File: src/rtl/addsub_seq.sv
// Sequential add/subtract unit: a WIDTH-bit operation is processed CHUNK bits per
// clock with a registered carry rippling between slices; start/busy/done handshake.
module addsub_seq #(
    parameter int WIDTH = 16,
    parameter int CHUNK = 4
) (
    input  logic             clock,
    input  logic             reset_n,
    input  logic             start,
    input  logic             sub,
    input  logic [WIDTH-1:0] a,
    input  logic [WIDTH-1:0] b,
    input  logic             cin,
    output logic             busy,
    output logic             done,
    output logic [WIDTH-1:0] result,
    output logic             cout,
    output logic             overflow,
    output logic             zero,
    output logic [1:0]       dbg_state
);

    localparam int NCHUNK = WIDTH / CHUNK;
    localparam int IDXW   = (NCHUNK > 1) ? $clog2(NCHUNK) : 1;

    typedef enum logic [1:0] {
        S_IDLE = 2'd0,
        S_RUN  = 2'd1,
        S_DONE = 2'd2
    } state_t;

    // Handshake: a request is taken on any rising edge where start=1 and the unit
    // is not in RUN (IDLE or DONE); done is a one-cycle pulse with result/flags
    // valid, and they then hold until the next accepted request.
    state_t            state;
    state_t            state_next;
    logic              accept;
    logic              last;

    logic [WIDTH-1:0]  op_a;
    logic [WIDTH-1:0]  op_b;
    logic              carry;
    logic [IDXW-1:0]   idx;

    int                base;
    logic [CHUNK-1:0]  slice_a;
    logic [CHUNK-1:0]  slice_b;
    logic [CHUNK:0]    slice_sum;
    logic              msb_cin;
    logic [WIDTH-1:0]  res_next;

    assign accept    = start && (state != S_RUN);
    assign last      = (idx == IDXW'(NCHUNK - 1));
    assign busy      = (state == S_RUN);
    assign done      = (state == S_DONE);
    assign dbg_state = state;

    always_ff @(posedge clock or negedge reset_n) begin
        if (!reset_n) begin
            state <= S_IDLE;
        end else begin
            state <= state_next;
        end
    end

    always_comb begin
        state_next = state;
        case (state)
            S_IDLE:  if (start) state_next = S_RUN;
            S_RUN:   if (last)  state_next = S_DONE;
            S_DONE:  state_next = start ? S_RUN : S_IDLE;
            default: state_next = S_IDLE;
        endcase
    end

    // One slice of the adder, selected by the slice index.
    always_comb begin
        base      = int'(idx) * CHUNK;
        slice_a   = op_a[base +: CHUNK];
        slice_b   = op_b[base +: CHUNK];
        slice_sum = {1'b0, slice_a} + {1'b0, slice_b} + {{CHUNK{1'b0}}, carry};
        // Carry into the slice MSB recovered from its sum bit; on the last slice
        // this is the carry into bit WIDTH-1.
        msb_cin   = slice_a[CHUNK-1] ^ slice_b[CHUNK-1] ^ slice_sum[CHUNK-1];
        res_next  = result;
        res_next[base +: CHUNK] = slice_sum[CHUNK-1:0];
    end

    always_ff @(posedge clock or negedge reset_n) begin
        if (!reset_n) begin
            op_a     <= '0;
            op_b     <= '0;
            carry    <= 1'b0;
            idx      <= '0;
            result   <= '0;
            cout     <= 1'b0;
            overflow <= 1'b0;
            zero     <= 1'b0;
        end else if (accept) begin
            // Subtraction is A + ~B + 1: invert B here and seed the carry with 1.
            op_a  <= a;
            op_b  <= b ^ {WIDTH{sub}};
            carry <= sub ? 1'b1 : cin;
            idx   <= '0;
        end else if (state == S_RUN) begin
            result <= res_next;
            carry  <= slice_sum[CHUNK];
            if (last) begin
                idx      <= '0;
                cout     <= slice_sum[CHUNK];
                overflow <= msb_cin ^ slice_sum[CHUNK];
                zero     <= (res_next == '0);
            end else begin
                idx <= idx + IDXW'(1);
            end
        end
    end

endmodule
File: config.mk
export PLATFORM = sky130hd
export DESIGN_NAME = addsub_seq
export DESIGN_NICKNAME = d
export VERILOG_FILES = /design/src/rtl/addsub_seq.sv
export SDC_FILE = /design/constraint.sdc
export NUM_CORES = 1
export LEC_CHECK = 0
export CAP_MARGIN = 20
export CORE_MARGIN = 2
export CORE_UTILIZATION = 40
export CTS_CLUSTER_SIZE = 30
export DETAILED_ROUTE_END_ITERATION = 12
export PLACE_DENSITY = 0.69
export SYNTH_ARGS = -nofsm -noshare
export SYNTH_HDL_FRONTEND = slang
export SYNTH_SLANG_ARGS = --single-unit
File: constraint.sdc
create_clock -name clock -period 3.5 [get_ports clock]
set_clock_uncertainty 0.05 [all_clocks]
set_input_delay 0.35 -clock clock [delete_from_list [all_inputs] [get_ports clock]]
set_output_delay 0.35 -clock clock [all_outputs]
set_load 0.005 [all_outputs]
==> flow_metrics.tcl, run 1 <==
set metrics [dict create \
    grt_pass1_vias 2092 \
    initial_core_util_pct 41.8 \
    yosys.area_share.simple_pct 11.1 \
    grt_setup_unrepaired "false" \
    dieHeight_um 88.7 \
    dp_hpwl_um 4570 \
    cp.required_ns 3.67 \
    wl_per_cell_um 14.6 \
    synth_edf_count 0 \
    cts.repair.resized 0 \
    num-nets-final 357 \
    grt_overflow_total 0 \
    postRouteAntennaNets 0 \
    synth_fa_ha_area_share_pct 5.32 \
    drc 0 \
    holdBufCountCts 0 \
    drive_gt1_share_pct 14.9 \
    clock-sinks 56 \
    grt_pass1_wl_um 10100 \
    port_buffers 59 \
    vdd_drop_max_uv 404 \
    multiInputGateArea_sq_um 1360 \
    syn2layout_area_growth_pct 28.6 \
    clk_pin_slew_ns 0.10 \
    async_reset_ff_share_pct 100 \
    ys_warn_count 0 \
    finalHoldViolations 0 \
    r2r_cells 8 \
    clock_path_buffers 2 \
    routed_wirelength_um 5910 \
    ys.flop_type "dfrtp_1" \
    hold_class "in2async" \
    die-area_sq_um 7870 \
    clkLatencyLatePin_ns 0.32 \
    seq_area_frac_synth_pct 48.8 \
    setup_viol 0 \
    drtPass1Iterations 5 \
    fillers 633 \
    fin_area_sq_um 3690 \
    grt_max_degree 33 \
    antenna_cells 0 \
    final_max_slew_viol_count 0 \
    muxShareOfSynthArea_pct 13.1 \
    num_vias 2038 \
    synth_xor_area_share_pct 5.19 \
    post_cts_buffers 0 \
    ys_ff_latch 56 \
    synth_top_family_by_area "multiplexers" \
    num_rows 30 \
    maxSlewHeadroom_pct 35.4 \
    cts_root_buffer "clkbuf_8" \
    rr_endpoint "zero" \
    crit_path_end_kind "flop" \
    syn_inst 251 \
    status "finished, final reports clean" \
    coreArea_sq_um 6870 \
    drtIter0Drc 90 \
    setup_tns_ns 0 \
    p_leak_nw 1.55 \
    final-seq-area_sq_um 1400 \
    fp.dieW_um 88.7 \
    worstPathMaxFanout 14 \
    htreeDepth 2 \
    grt_use_total_pct 16.8 \
    cts_tree "done" \
    synth_compound_area_share_pct 12.5 \
    reg2reg_from "idx[0]" \
    tightestPinTransition_ns 0.967 \
    synth_area_per_cell_sq_um 11.4 \
    path_class "reg2reg" \
    place.gp.congestion 0.921 \
    timing.final.crit_share_pct 81.1 \
    ys_types 44 \
    routed_via_density 5.03 \
    dpl-instance-area_sq_um 3540 \
    cts_buffers 5 \
    crit_arrival_ns 3.01 \
    io-pin-count 60 \
    syn-num-nets 299 \
    syn_area_sq_um 2870 \
    min_period_ns 2.84 \
    pwr_density_cell_nw_per_um2 968 \
    maxCapViolations 0 \
    clock.fmax_ghz 0.352 \
    startpoint_type "flop" \
    r2r_slack_ns 0.66 \
    antenna_found_initial 0 \
]
cell families after synthesis:
group	Yosys count
buffers and inverters	23
XOR/XNOR	17
AND/OR/NAND/NOR	67
flip-flops	56
adder cells (fa/ha/maj)	11
multiplexers	25
AO/OA/AOI/OAI	52
flip-flops by register name, summed over array words and instances (netlist names):
signal     count
result        16
op_a          16
op_b          16
carry          1
cout           1
idx            2
zero           1
dbg_state      2
overflow       1
routing by layer:
metal  GRT usage, %  up-vias  part of all wire [%]
li1               -      998                     -
met2           27.5       56                    48
met4           5.79        0                   1.2
met5              0        -                     0
met1           22.2      977                    46
met3           3.64        7                   5.1
layout by cell type, fill, tap and decap left out, drive strengths merged, types with 8 or more instances in the layout:
| master | instances |
|---|---|
| clkdlybuf4s50 | 58 |
| dfrtp | 56 |
| ha | 9 |
| inv | 10 |
| mux2 | 17 |
| mux4 | 8 |
| nand2 | 39 |
| nor2 | 8 |
| o21ai | 26 |
| xnor2 | 16 |
cells in the mapped netlist (2+ instances only):
| cell type | n | area share [%] |
|---|---|---|
| buf_2 | 9 | 1.6 |
| or3_1 | 2 | 0.44 |
| nor2b_1 | 5 | 1.1 |
| ha_1 | 9 | 3.9 |
| a31oi_1 | 3 | 0.65 |
| mux2_2 | 16 | 6.3 |
| fa_1 | 2 | 1.4 |
| o31ai_1 | 5 | 1.3 |
| o211ai_1 | 2 | 0.52 |
| o21ai_0 | 26 | 4.5 |
| nor4_1 | 3 | 0.65 |
| a21oi_1 | 2 | 0.35 |
| nor2_1 | 8 | 1.0 |
| inv_1 | 9 | 1.2 |
| nand3_1 | 2 | 0.35 |
| clkbuf_1 | 2 | 0.26 |
| nand2_1 | 38 | 5.0 |
| mux4_2 | 8 | 6.3 |
| a22o_1 | 4 | 1.2 |
| xnor2_1 | 16 | 4.9 |
| dfrtp_1 | 56 | 49 |
| a32o_1 | 2 | 0.70 |
metrics by stage:
stage	hold WS [ns]	setup slack [ns]	instances	util [%]	power [mW]
detailed placement	0.405	0.637	397	51.5	3.09
CTS	0.0551	0.629	404	53.4	3.58
finish	0.0255	0.660	405	53.8	3.57
global placement	0.387	0.725	397	51.5	3.02
floorplan	0.00441	0.699	251	-	2.44
global route	0.0759	0.377	405	53.8	3.87
report_power, final:
group,internal [mW],switching (mW)
clock network,0.282,0.207
registers,0.933,0.220
logic,0.916,1.01
layout make-up:
class                      count  area share [%]
timing repair buffer          63            17.2
clock buffer                   5            1.86
multi-input combinational    172            36.7
sequential                    56            38.0
inverter                      11            1.39
tap                           96            3.25
clock inverter                 2            1.63
critical path: stages (launching register included):
cell	delay (ns)
dfrtp_1	0.64
mux4_2	0.58
fa_1	0.42
inv_1	0.08
fa_1	0.26
inv_1	0.09
a31oi_1	0.18
o211ai_1	0.12
o41ai_2	0.32
worst max path at each step:
stage / start / to / slack (ns) / depth (start not counted)
2_1_floorplan: idx[0] / overflow / 0.70 / 10
3_3_place_gp: idx[0] / zero / 0.72 / 8
3_5_place_dp: idx[0] / zero / 0.64 / 7
4_1_cts: idx[0] / zero / 0.63 / 7
5_1_grt: idx[0] / zero / 0.38 / 8
6_report: idx[0] / zero / 0.66 / 8
Power figures use the tool's default switching activity.
==> inputs of run 2 (changes only) <==
==> constraint.sdc (replaced) <==
create_clock -name clock -period 2.8 [get_ports clock]
set_clock_uncertainty 0.05 [all_clocks]
set_input_delay 0.28 -clock clock [delete_from_list [all_inputs] [get_ports clock]]
set_output_delay 0.28 -clock clock [all_outputs]
set_load 0.005 [all_outputs]
==> run 2 against run 1 <==
Effect of this change:
- wire length shrank 1.7%
- worst setup slack lost 0.47 ns
- die area is the same
- core utilization grew 0.47 points
- first-iteration DRC count is the same
- cell area grew 0.88%
- global-route usage shrank 0.67 points
- flip-flop and latch count is the same
- sequential power grew 22%
- clock-buffer cell count is the same
- register-to-register slack lost 0.47 ns
- highest routed layer unchanged
==> flow_metrics.tcl, run 2 (same netlist as run 1, synthesis figures left out) <==
set metrics [dict create \
    status "finished, final reports clean" \
    tightestPinTransition_ns 0.695 \
    setup_tns_ns 0 \
    worstSetupStartpoint "idx[0]" \
    grt_pass1_vias 2075 \
    worstPathMaxFanout 4 \
    clkLatencyLatePin_ns 0.31 \
    crit_top_cell "fa_1" \
    routed_wirelength_um 5810 \
    htreeDepth 2 \
    hold_class "in2async" \
    crit_path_end_kind "flop" \
    layout_common_cells "clkdlybuf4s50_1 (58), dfrtp_1 (56), nand2_1 (38)" \
    initial_core_util_pct 41.8 \
    num_vias 2050 \
    vdd_drop_max_uv 599 \
    multiInputGateArea_sq_um 1360 \
    die-area_sq_um 7870 \
    timing.final.crit_share_pct 93.4 \
    holdBufCountCts 0 \
    drtPass1Iterations 5 \
    dp_hpwl_um 4410 \
    cts.repair.resized 0 \
    grt_setup_unrepaired "false" \
    clk_pin_slew_ns 0.10 \
    dieHeight_um 88.7 \
    grt_overflow_total 0 \
    layout_commonest_cell "clkdlybuf4s50_1" \
    num_rows 30 \
    routed_via_density 5.01 \
    crit_arrival_ns 2.78 \
    fin_area_sq_um 3720 \
    setup_viol 0 \
    min_period_ns 2.61 \
    clock-sinks 56 \
    clock_path_buffers 2 \
    max_stage_delay_ns 0.54 \
    maxCapViolations 0 \
    place.gp.congestion 0.831 \
    grt_use_total_pct 16.2 \
    final-seq-area_sq_um 1400 \
    antenna_found_initial 0 \
    post_cts_buffers 0 \
    fp.dieW_um 88.7 \
    dpl-instance-area_sq_um 3570 \
    grt_pass1_wl_um 9920 \
    io-pin-count 60 \
    fillers 614 \
    final_max_slew_viol_count 0 \
    syn2layout_area_growth_pct 29.7 \
    postRouteAntennaNets 0 \
    maxSlewHeadroom_pct 53.6 \
    coreArea_sq_um 6870 \
    clock.fmax_ghz 0.383 \
    cts_tree "done" \
    port_buffers 59 \
    antenna_cells 0 \
    slowest_stage "mux4_2" \
    cts_root_buffer "clkbuf_8" \
    drive_gt1_share_pct 16.0 \
    path_cells "mux4_2 > fa_1 > inv_1 > fa_1 > xor2_1 > nor2_1 > o41ai_2" \
    cts_buffers 5 \
    startpoint_type "flop" \
    largestRegisters "op_a x16, op_b x16, result x16" \
    finalHoldViolations 0 \
    drtIter0Drc 90 \
    wl_per_cell_um 14.2 \
    pwr_density_cell_nw_per_um2 1240 \
    cp.required_ns 2.96 \
    path_class "reg2reg" \
    num-nets-final 360 \
    reg2reg_from "idx[0]" \
    p_leak_nw 1.57 \
    grt_max_degree 57 \
    drc 0 \
]
run 2: cell count changes in the layout (fill, tap and decap cells not counted):
cell / before / now
buf_4: 3 / 7
bufinv_16: 2 / 3
buf_16: 1 / 0
run 2: per-stage QoR:
| stage | worst slack (ns) | hold WS [ns] | total power [mW] | std cells | utilization (%) |
|---|---|---|---|---|---|
| after floorplan | 0.0704 | -0.0656 | 3.05 | 251 | - |
| after global placement | 0.303 | 0.408 | 3.86 | 401 | 51.9 |
| after detailed placement | 0.204 | 0.411 | 3.92 | 401 | 51.9 |
| after CTS | 0.188 | 0.0762 | 4.64 | 409 | 54.2 |
| after global routing | 0.0426 | 0.112 | 4.97 | 409 | 54.2 |
| final | 0.186 | 0.0437 | 4.60 | 409 | 54.2 |
run 2: critical path: cells and delay by family (launching register included):
kind	cells	cell delay [ns]
AO/OA/AOI/OAI	1	0.21
buffers and inverters	1	0.08
XOR/XNOR	1	0.44
flip-flops	1	0.45
adder cells (fa/ha/maj)	2	0.63
multiplexers	1	0.54
AND/OR/NAND/NOR	1	0.12
run 2: where the power goes:
group          internal (mW)  total [mW]  switching (mW)
sequential              1.17        1.40           0.236
clock                  0.447       0.711           0.264
combinational           1.19        2.49            1.30
run 2: layout make-up:
class,count,share of cell area (%)
timing repair buffer,66,17.1
inverter,11,1.38
sequential,56,37.6
clock buffer,5,1.85
multi-input combinational,172,36.4
tap,96,3.22
clock inverter,3,2.42
run 2: final timing paths:
path,slack [ns],endpoint,cells past startpoint
worst max register to register,0.19,zero,7
worst max-delay path,0.19,zero,7
worst min-delay path,0.04,result[9],2
min in group clock,0.44,op_b[10],2
worst min register to register,0.44,op_b[10],2
max in group asynchronous,2.19,result[1],2
run 2: per-layer routing:
metal / global-route usage [%] / wire length (um) / vias up
met3: 2.80 / 238 / 4
met1: 22.3 / 2710 / 986
met2: 26.7 / 2810 / 58
met4: 3.99 / 45 / 0
met5: 0 / 0 / -
li1: - / - / 1002
==> inputs of run 3 (changes only) <==
--- a/config.mk
+++ b/config.mk
@@ -11,6 +11,7 @@
 export CTS_CLUSTER_SIZE = 30
 export DETAILED_ROUTE_END_ITERATION = 12
 export PLACE_DENSITY = 0.69
+export SKIP_CTS_REPAIR_TIMING = 1
 export SYNTH_ARGS = -nofsm -noshare
 export SYNTH_HDL_FRONTEND = slang
 export SYNTH_SLANG_ARGS = --single-unit
==> results of run 3 <==
The final DEF is identical to that of run 2; final timing and power are the same.
